===== config.mk =====
export PLATFORM = sky130hd
export DESIGN_NAME = genius_jogo_param
export DESIGN_NICKNAME = d
export VERILOG_FILES = /design/src/rtl/genius_jogo_param.sv
export SDC_FILE = /design/constraint.sdc
export NUM_CORES = 1
export LEC_CHECK = 0
export ABC_AREA = 0
export BUFFER_PORTS_ARGS = -buffer_cell sky130_fd_sc_hd__buf_4
export CAP_MARGIN = 20
export CORE_MARGIN = 2
export CORE_UTILIZATION = 50
export CTS_BUF_LIST = sky130_fd_sc_hd__clkbuf_4
export DETAILED_ROUTE_END_ITERATION = 12
export PLACE_DENSITY = 0.69
export SKIP_CTS_REPAIR_TIMING = 1
export SLEW_MARGIN = 20
export SYNTH_ARGS = -nofsm -noshare
export SYNTH_HDL_FRONTEND = slang
export SYNTH_SLANG_ARGS = --single-unit
export TNS_END_PERCENT = 30

===== constraint.sdc =====
create_clock -name clock -period 4.45 [get_ports clock]
set_clock_uncertainty 0.05 [all_clocks]
set_input_delay 0.2225 -clock clock [delete_from_list [all_inputs] [get_ports clock]]
set_output_delay 0.2225 -clock clock [all_outputs]
set_load 0.01 [all_outputs]

===== src/rtl/genius_jogo_param.sv =====
// Genius memory-sequence game core: LFSR-built sequence, LED playback and
// per-move checking with timeout. Control FSM and datapath share this module.
module genius_jogo_param #(
  parameter int          N_BOTOES       = 4,
  parameter int          N_RODADAS      = 16,
  parameter int          TIMEOUT_CICLOS = 5000,
  parameter int          LED_CICLOS     = 1000,
  parameter logic [15:0] SEED           = 16'hACE1,
  localparam int         IW             = (N_BOTOES > 1) ? $clog2(N_BOTOES) : 1,
  localparam int         RW             = (N_RODADAS > 1) ? $clog2(N_RODADAS) : 1
) (
  input  logic                clock,
  input  logic                reset,
  input  logic                iniciar,
  input  logic [N_BOTOES-1:0] botoes,
  output logic [N_BOTOES-1:0] leds,
  output logic                pronto,
  output logic                ganhou,
  output logic                perdeu,
  output logic                db_timeout,
  output logic [RW-1:0]       db_rodada,
  output logic [IW-1:0]       db_jogada,
  output logic [IW-1:0]       db_memoria,
  output logic [3:0]          db_estado
);

  localparam int TMAX = (TIMEOUT_CICLOS > LED_CICLOS) ? TIMEOUT_CICLOS : LED_CICLOS;
  localparam int TW   = $clog2(TMAX + 1);

  typedef enum logic [3:0] {
    S_INICIAL    = 4'd0,
    S_PREPARA    = 4'd1,
    S_MOSTRA     = 4'd2,
    S_ESPERA     = 4'd3,
    S_REGISTRA   = 4'd4,
    S_COMPARA    = 4'd5,
    S_FIM_RODADA = 4'd6,
    S_ACERTOU    = 4'd10,
    S_TIMEOUT    = 4'd13,
    S_ERROU      = 4'd14
  } estado_t;

  estado_t             estado_q, estado_d;
  logic [RW-1:0]       rodada_q, rodada_d;
  logic [RW-1:0]       end_q, end_d;
  logic [TW-1:0]       timer_q, timer_d;
  logic                aceso_q, aceso_d;
  logic [15:0]         lfsr_q, lfsr_d;
  logic [N_BOTOES-1:0] bot_q, bot_d;
  logic [N_BOTOES-1:0] leds_q, leds_d;
  logic [IW-1:0]       jogada_q, jogada_d;
  logic                invalida_q, invalida_d;
  logic                pronto_q, pronto_d;
  logic                ganhou_q, ganhou_d;
  logic                perdeu_q, perdeu_d;
  logic                timeout_q, timeout_d;

  logic [IW-1:0] seq_mem [N_RODADAS];
  logic          mem_we;
  logic [RW-1:0] mem_waddr;
  logic [IW-1:0] mem_wdata;
  logic [IW-1:0] elem_mostra;
  logic [IW-1:0] idx_botao;
  logic [15:0]   lfsr_prox;
  logic          jogada;
  logic          um_quente;

  assign jogada    = (botoes != '0) && (bot_q == '0);
  assign um_quente = (botoes != '0) && ((botoes & (botoes - N_BOTOES'(1))) == '0);
  assign lfsr_prox = {lfsr_q[0] ^ lfsr_q[2] ^ lfsr_q[3] ^ lfsr_q[5], lfsr_q[15:1]};

  always_comb begin
    idx_botao = '0;
    for (int i = 0; i < N_BOTOES; i++) begin
      if (botoes[i]) idx_botao = IW'(i);
    end
  end

  always_comb begin
    estado_d   = estado_q;
    rodada_d   = rodada_q;
    end_d      = end_q;
    timer_d    = timer_q;
    aceso_d    = aceso_q;
    lfsr_d     = lfsr_q;
    bot_d      = botoes;
    jogada_d   = jogada_q;
    invalida_d = invalida_q;
    mem_we     = 1'b0;
    mem_waddr  = rodada_q;
    mem_wdata  = lfsr_q[IW-1:0];
    leds_d     = '0;

    unique case (estado_q)
      S_INICIAL: if (iniciar) estado_d = S_PREPARA;
      S_PREPARA: begin
        rodada_d  = '0;
        end_d     = '0;
        timer_d   = '0;
        aceso_d   = 1'b1;
        mem_we    = 1'b1;
        mem_waddr = '0;
        lfsr_d    = lfsr_prox;
        estado_d  = S_MOSTRA;
      end
      S_MOSTRA: begin
        // each element: LED_CICLOS lit, then LED_CICLOS dark
        if (timer_q == TW'(LED_CICLOS - 1)) begin
          timer_d = '0;
          if (aceso_q) begin
            aceso_d = 1'b0;
          end else if (end_q == rodada_q) begin
            end_d    = '0;
            estado_d = S_ESPERA;
          end else begin
            end_d   = end_q + RW'(1);
            aceso_d = 1'b1;
          end
        end else begin
          timer_d = timer_q + TW'(1);
        end
      end
      S_ESPERA: begin
        if (jogada) begin
          jogada_d   = idx_botao;
          invalida_d = !um_quente;
          estado_d   = S_REGISTRA;
        end else if (timer_q == TW'(TIMEOUT_CICLOS - 1)) begin
          estado_d = S_TIMEOUT;
        end else begin
          timer_d = timer_q + TW'(1);
        end
      end
      S_REGISTRA: estado_d = S_COMPARA;
      S_COMPARA: begin
        if (invalida_q || (jogada_q != seq_mem[end_q])) begin
          estado_d = S_ERROU;
        end else if (end_q == rodada_q) begin
          estado_d = S_FIM_RODADA;
        end else begin
          end_d    = end_q + RW'(1);
          timer_d  = '0;
          estado_d = S_ESPERA;
        end
      end
      S_FIM_RODADA: begin
        if (rodada_q == RW'(N_RODADAS - 1)) begin
          estado_d = S_ACERTOU;
        end else begin
          rodada_d  = rodada_q + RW'(1);
          end_d     = '0;
          timer_d   = '0;
          aceso_d   = 1'b1;
          mem_we    = 1'b1;
          mem_waddr = rodada_q + RW'(1);
          lfsr_d    = lfsr_prox;
          estado_d  = S_MOSTRA;
        end
      end
      S_ACERTOU, S_ERROU, S_TIMEOUT: if (iniciar) estado_d = S_PREPARA;
      default: estado_d = S_INICIAL;
    endcase

    // Outputs are registered from the next state; bypass the element being written.
    elem_mostra = (mem_we && (mem_waddr == end_d)) ? mem_wdata : seq_mem[end_d];
    if ((estado_d == S_MOSTRA) && aceso_d) leds_d = N_BOTOES'(1) << elem_mostra;
    else if (estado_d == S_REGISTRA)       leds_d = botoes;
    else if (estado_d == S_COMPARA)        leds_d = leds_q;

    ganhou_d  = (estado_d == S_ACERTOU);
    timeout_d = (estado_d == S_TIMEOUT);
    perdeu_d  = (estado_d == S_ERROU) || (estado_d == S_TIMEOUT);
    pronto_d  = ganhou_d || perdeu_d;
  end

  always_ff @(posedge clock or negedge reset) begin
    if (!reset) begin
      estado_q   <= S_INICIAL;
      rodada_q   <= '0;
      end_q      <= '0;
      timer_q    <= '0;
      aceso_q    <= 1'b0;
      lfsr_q     <= SEED;
      bot_q      <= '0;
      leds_q     <= '0;
      jogada_q   <= '0;
      invalida_q <= 1'b0;
      pronto_q   <= 1'b0;
      ganhou_q   <= 1'b0;
      perdeu_q   <= 1'b0;
      timeout_q  <= 1'b0;
    end else begin
      estado_q   <= estado_d;
      rodada_q   <= rodada_d;
      end_q      <= end_d;
      timer_q    <= timer_d;
      aceso_q    <= aceso_d;
      lfsr_q     <= lfsr_d;
      bot_q      <= bot_d;
      leds_q     <= leds_d;
      jogada_q   <= jogada_d;
      invalida_q <= invalida_d;
      pronto_q   <= pronto_d;
      ganhou_q   <= ganhou_d;
      perdeu_q   <= perdeu_d;
      timeout_q  <= timeout_d;
    end
  end

  always_ff @(posedge clock) begin
    if (mem_we) seq_mem[mem_waddr] <= mem_wdata;
  end

  assign leds       = leds_q;
  assign pronto     = pronto_q;
  assign ganhou     = ganhou_q;
  assign perdeu     = perdeu_q;
  assign db_timeout = timeout_q;
  assign db_rodada  = rodada_q;
  assign db_jogada  = jogada_q;
  assign db_memoria = seq_mem[end_q];
  assign db_estado  = estado_q;

endmodule


==> results.toml, run 1 <==
[drt]
vias_per_cell = 5.95
num_vias = 3545
ant_nets = 0
drt_iter0_markers = 173
drt-pass1-iter-count = 5
drc = 0
routed_wl_um = 10300
post_drt_wl_per_cell_um = 17.3

[power]
p_int_mw = 1.47
p_leak_nw = 2.09
p_comb_frac = 0.321
peakVddDrop_v = 0.000276
seqPwrFrac = 0.472
p_sw_frac = 0.354
p_clk_frac = 0.207
p_sw_uw = 806
powerDensity_nw_per_um2 = 426

[clock_network]
htree_num_levels = 3
cts_tree = "built"
clock-sinks = 89
cts_max_path_buffers = 2
clkTransAtPathRegs_ns = 0.16
cts-root-buf = "clkbuf_4"
clk_latency_ns = 0.44
cts-buffers-inserted = 9

[yosys]
synthCells = 430
ys_seq_area_frac = 0.499
synth.distinct_cells = 70
synth-seq-cells = 89
synth_ff_type = "dfrtp_1"
syn_area_per_cell_um2 = 11.2
synth_edf_count = 32
yosys.area.top_type = "dfrtp_1"
synthTopCellsByArea = "dfrtp_1, edfxtp_1, mux2_2, dfstp_2, mux2i_1"
synth_top_area_frac = 0.255
synth_fp_nets = 441
synth_warnings = 0
async_flop_share = 0.640
synth_area_um2 = 4800

[min_path]
holdPathStages = 4
hp-start = "iniciar"
holdCritPathClass = "input port to flip-flop"
holdPathEnd = "db_estado[1]"

[worst_setup_path]
required_ns = 4.77
rrSetupSlack_ns = 0.46
crit_type = "flip-flop to flip-flop"
crit_arrival_ns = 4.30
crit_path_start_kind = "flip-flop"
critical_path_peak_fanout = 14
reg2reg_to = "leds[2]"
rr_worst_depth = 12
r2r_start = "end_q[2]"
end_kind = "flip-flop"

[sta]
worst_pin_slew_ns = 0.896
setup_viol = 0
drv_slew = 0
fin_crit_ns = 3.99
holdWs_ns = 0.146
hold_violations = 0
rsz0062_at_grt = "no"
finalCritPeriodShare = 0.896
fmax_ghz = 0.251
final.setup.tns_ns = 0
slew-limit-headroom = 0.399

[finish]
mostFrequentLayoutCell = "dfrtp_1"
n_antenna_cell = 0
fin_cells = 596
drive_above_1_share = 0.227
fin_nets = 473
layout_common_cells = "dfrtp_1, nor2_1, buf_4, edfxtp_1, nand2_1"
syn2layout_area_growth_pct = 11.1

[global_routing]
grt_pass1_wl_um = 17000
grt_overflow = 0
grt_pass1_vias = 3372
grt_max_degree = 58
track_usage = 0.210
antenna_found_initial = 0

[floorplan]
core_region_area_um2 = 9280
die_w_um = 102
die_area_um2 = 10400
start_util = 0.518
io-pin-count = 27
die_h_um = 102
rows = 35

[place]
dp_hpwl_um = 7630
place_inst = 575
place.gp.congestion = 0.948
numPortBuffers = 26

[flow_run]
drv_cap = 0

[outcome]
run_status = "completed"
==> worst max path at each step <==
| stage | from | end | slack [ns] | cells after the start |
|---|---|---|---|---|
| floorplan | end_q[1] | leds[0] | 0.93 | 12 |
| global placement | end_q[2] | leds[0] | 0.58 | 11 |
| detailed placement | end_q[2] | leds[0] | 0.47 | 11 |
| CTS | end_q[2] | leds[0] | 0.44 | 11 |
| global route | end_q[2] | leds[0] | 0.19 | 11 |
| finish | end_q[2] | leds[2] | 0.46 | 12 |
==> state kept, by name (all words and copies together) (netlist names) <==
name,count
invalida_q,1
timer_q,13
pronto,1
aceso_q,1
ganhou,1
seq_mem,32
bot_q,4
leds,4
lfsr_q,16
perdeu,1
end_q,4
db_timeout,1
db_rodada,4
db_estado,4
db_jogada,2
==> cells in the mapped netlist, types with 9 or more instances <==
library cell / count
o21ai_1: 9
edfxtp_1: 32
mux2i_1: 21
clkbuf_1: 10
mux2_2: 27
nor2_1: 39
o21ai_0: 24
a21oi_1: 17
inv_1: 11
nand3_1: 10
nor2b_1: 10
nand2_1: 29
dfrtp_1: 49
==> routing by layer <==
metal,global-route usage,routed length (um)
met5,0,0
met4,0.0451,59
met2,0.333,4910
met3,0.0458,597
met1,0.301,4740
==> power groups by stage <==
stage	clock, mW	sequential (mW)	combinational (mW)
floorplan	0	1.07	0.518
global placement	0	1.08	0.709
detailed placement	0	1.09	0.727
CTS	0.493	1.08	0.729
global route	0.525	1.09	0.813
finish	0.472	1.07	0.730
==> critical path, stage by stage, from the launching register on <==
cell     delay (ns)
dfrtp_1        0.73
mux2_1         0.38
mux4_2         0.49
mux2i_2        0.25
o211a_4        0.25
mux2i_4        0.49
buf_4          0.24
mux2i_1        0.21
mux2i_1        0.09
mux2i_1        0.20
a22oi_1        0.14
nor2b_1        0.21
o31ai_1        0.19
==> metrics by stage <==
stage	area [um2]	setup WS, ns	util	total power [mW]
after detailed placement	5130	0.465	0.553	1.82
after CTS	5290	0.437	0.570	2.30
final	5340	0.462	0.575	2.28
after global placement	5130	0.578	0.553	1.79
after global routing	5340	0.188	0.575	2.43
after floorplan	4800	0.932	-	1.58
==> kinds of logic after synthesis <==
kind of cell	synth area share
adders and majority gates	0.0125
AOI/OAI and AO/OA	0.133
DFF	0.499
and+or+nand+nor	0.153
buffers and inverters	0.0271
xor gates and xnor gates	0.0128
muxes	0.162
==> cell type report <==
| class | instances | area, um2 |
|---|---|---|
| Tap cell | 129 | 161 |
| Fill cell | 797 | 3950 |
| Clock buffer | 9 | 67.6 |
| Sequential cell | 89 | 2400 |
| Inverter | 11 | 41.3 |
| Clock inverter | 7 | 88.8 |
| Timing Repair Buffer | 39 | 305 |
| Multi-Input combinational cell | 312 | 2280 |
No activity file was read; power rests on OpenSTA's default activity.
==> inputs of run 2 (changes only) <==
--- a/config.mk
+++ b/config.mk
@@ -9,10 +9,10 @@
 export BUFFER_PORTS_ARGS = -buffer_cell sky130_fd_sc_hd__buf_4
 export CAP_MARGIN = 20
 export CORE_MARGIN = 2
-export CORE_UTILIZATION = 50
+export CORE_UTILIZATION = 45
 export CTS_BUF_LIST = sky130_fd_sc_hd__clkbuf_4
 export DETAILED_ROUTE_END_ITERATION = 12
-export PLACE_DENSITY = 0.69
+export PLACE_DENSITY = 0.64
 export SKIP_CTS_REPAIR_TIMING = 1
 export SLEW_MARGIN = 20
 export SYNTH_ARGS = -nofsm -noshare
==> results.toml, run 2 (synthesis gave the netlist of run 1 again) <==
[finish]
syn2layout_area_growth_pct = 11.0
n_antenna_cell = 0
reg_top3 = "seq_mem x32, lfsr_q x16, timer_q x13"
fin_nets = 473
postLayoutCellArea_um2 = 5330
drive_above_1_share = 0.227
largest_reg_flops = 32
mostFrequentLayoutCell = "dfrtp_1"
top_register = "seq_mem"
fin_util = 0.517
fin_cells = 603
layout_common_cells = "dfrtp_1, nor2_1, buf_4, edfxtp_1, nand2_1"

[sta]
worst_pin_slew_ns = 0.736
setup_ws_ns = 0.406
finalCritPeriodShare = 0.909
rsz0062_at_grt = "no"
fin_crit_ns = 4.04
fmax_ghz = 0.247
hold_violations = 0
drv_slew = 0
holdWs_ns = 0.172
setup_viol = 0
slew-limit-headroom = 0.509
final.setup.tns_ns = 0

[place]
pre_cts_slack_ns = 0.423
dpl-instance-area_um2 = 5140
place.gp.congestion = 0.881
numPortBuffers = 26
dp_hpwl_um = 7620
place_inst = 582

[flow_run]
drv_cap = 0

[floorplan]
io-pin-count = 27
core_region_area_um2 = 10300
die_w_um = 107
die_h_um = 107
rows = 37
die_area_um2 = 11500
start_util = 0.465

[worst_setup_path]
end_kind = "flip-flop"
r2r_start = "end_q[2]"
required_ns = 4.79
rr_worst_depth = 11
crit_path_start_kind = "flip-flop"
critical_path_peak_fanout = 14
rrSetupSlack_ns = 0.41
crit_type = "flip-flop to flip-flop"
crit_arrival_ns = 4.39
reg2reg_to = "leds[0]"

[global_routing]
grt_overflow = 0
grt_pass1_wl_um = 17200
grt_max_degree = 58
track_usage = 0.193
antenna_found_initial = 0
grt_pass1_vias = 3328

[clock_network]
clkTransAtPathRegs_ns = 0.16
clock-sinks = 89
htree_num_levels = 3
cts-root-buf = "clkbuf_4"
cts_tree = "built"
cts_max_path_buffers = 2
cts-buffers-inserted = 9
clk_latency_ns = 0.46

[drt]
vias_per_cell = 5.86
drt_iter0_markers = 215
routed_wl_um = 10700
drt-pass1-iter-count = 5
ant_nets = 0
drc = 0
post_drt_wl_per_cell_um = 17.7
num_vias = 3536

[outcome]
run_status = "completed"

[power]
p_sw_frac = 0.357
p_total_mw = 2.27
p_int_mw = 1.46
powerDensity_nw_per_um2 = 426
peakVddDrop_v = 0.000227
p_leak_nw = 2.09
p_clk_frac = 0.209
seqPwrFrac = 0.476
p_sw_uw = 811
p_comb_frac = 0.315

[min_path]
hp-start = "iniciar"
holdPathEnd = "db_estado[1]"
holdCritPathClass = "input port to flip-flop"
holdPathStages = 4
[run 2: cell count changes in the layout (fill, tap and decap cells not counted), sizes merged]
cell,before,now
clkinv,3,2
inv,13,15
clkinvlp,1,0
[run 2: critical path, stage by stage, from the launching register on]
cell and delay (ns):
dfrtp_1 0.75, mux2_1 0.39, mux4_2 0.52, mux2i_2 0.25, o211a_4 0.24, mux2i_4 0.42
buf_4 0.23, mux2i_1 0.20, o21ai_0 0.10, a211o_1 0.35, a31o_1 0.25, o31ai_2 0.22
[run 2: metal layers]
metal	part of all wire	track usage	vias up
li1	-	-	1675
met1	0.46	0.267	1734
met2	0.48	0.306	111
met3	0.046	0.0303	16
met4	0.017	0.0778	0
met5	0	0	-
[run 2: layout make-up]
cell class                 instances  area, um2
fill                             925       4990
inverter                          11       41.3
multi-input combinational        312       2280
sequential                        89       2400
clock buffer                       9       67.6
timing repair buffer              39        305
clock inverter                     7       75.1
tap                              136        170
[run 2: how the worst max path moves through the flow]
stage / endpoint / from
global placement: leds[0] / end_q[2]
finish: leds[0] / end_q[2]
detailed placement: leds[0] / end_q[2]
floorplan: leds[0] / end_q[1]
CTS: leds[0] / end_q[2]
global route: leds[0] / end_q[2]
[run 2: power by group through the flow]
stage / clock network, mW / logic [mW] / registers, mW
after floorplan: 0 / 0.518 / 1.07
after global placement: 0 / 0.696 / 1.09
after detailed placement: 0 / 0.708 / 1.10
after CTS: 0.489 / 0.713 / 1.08
after global routing: 0.520 / 0.794 / 1.10
final: 0.474 / 0.716 / 1.08
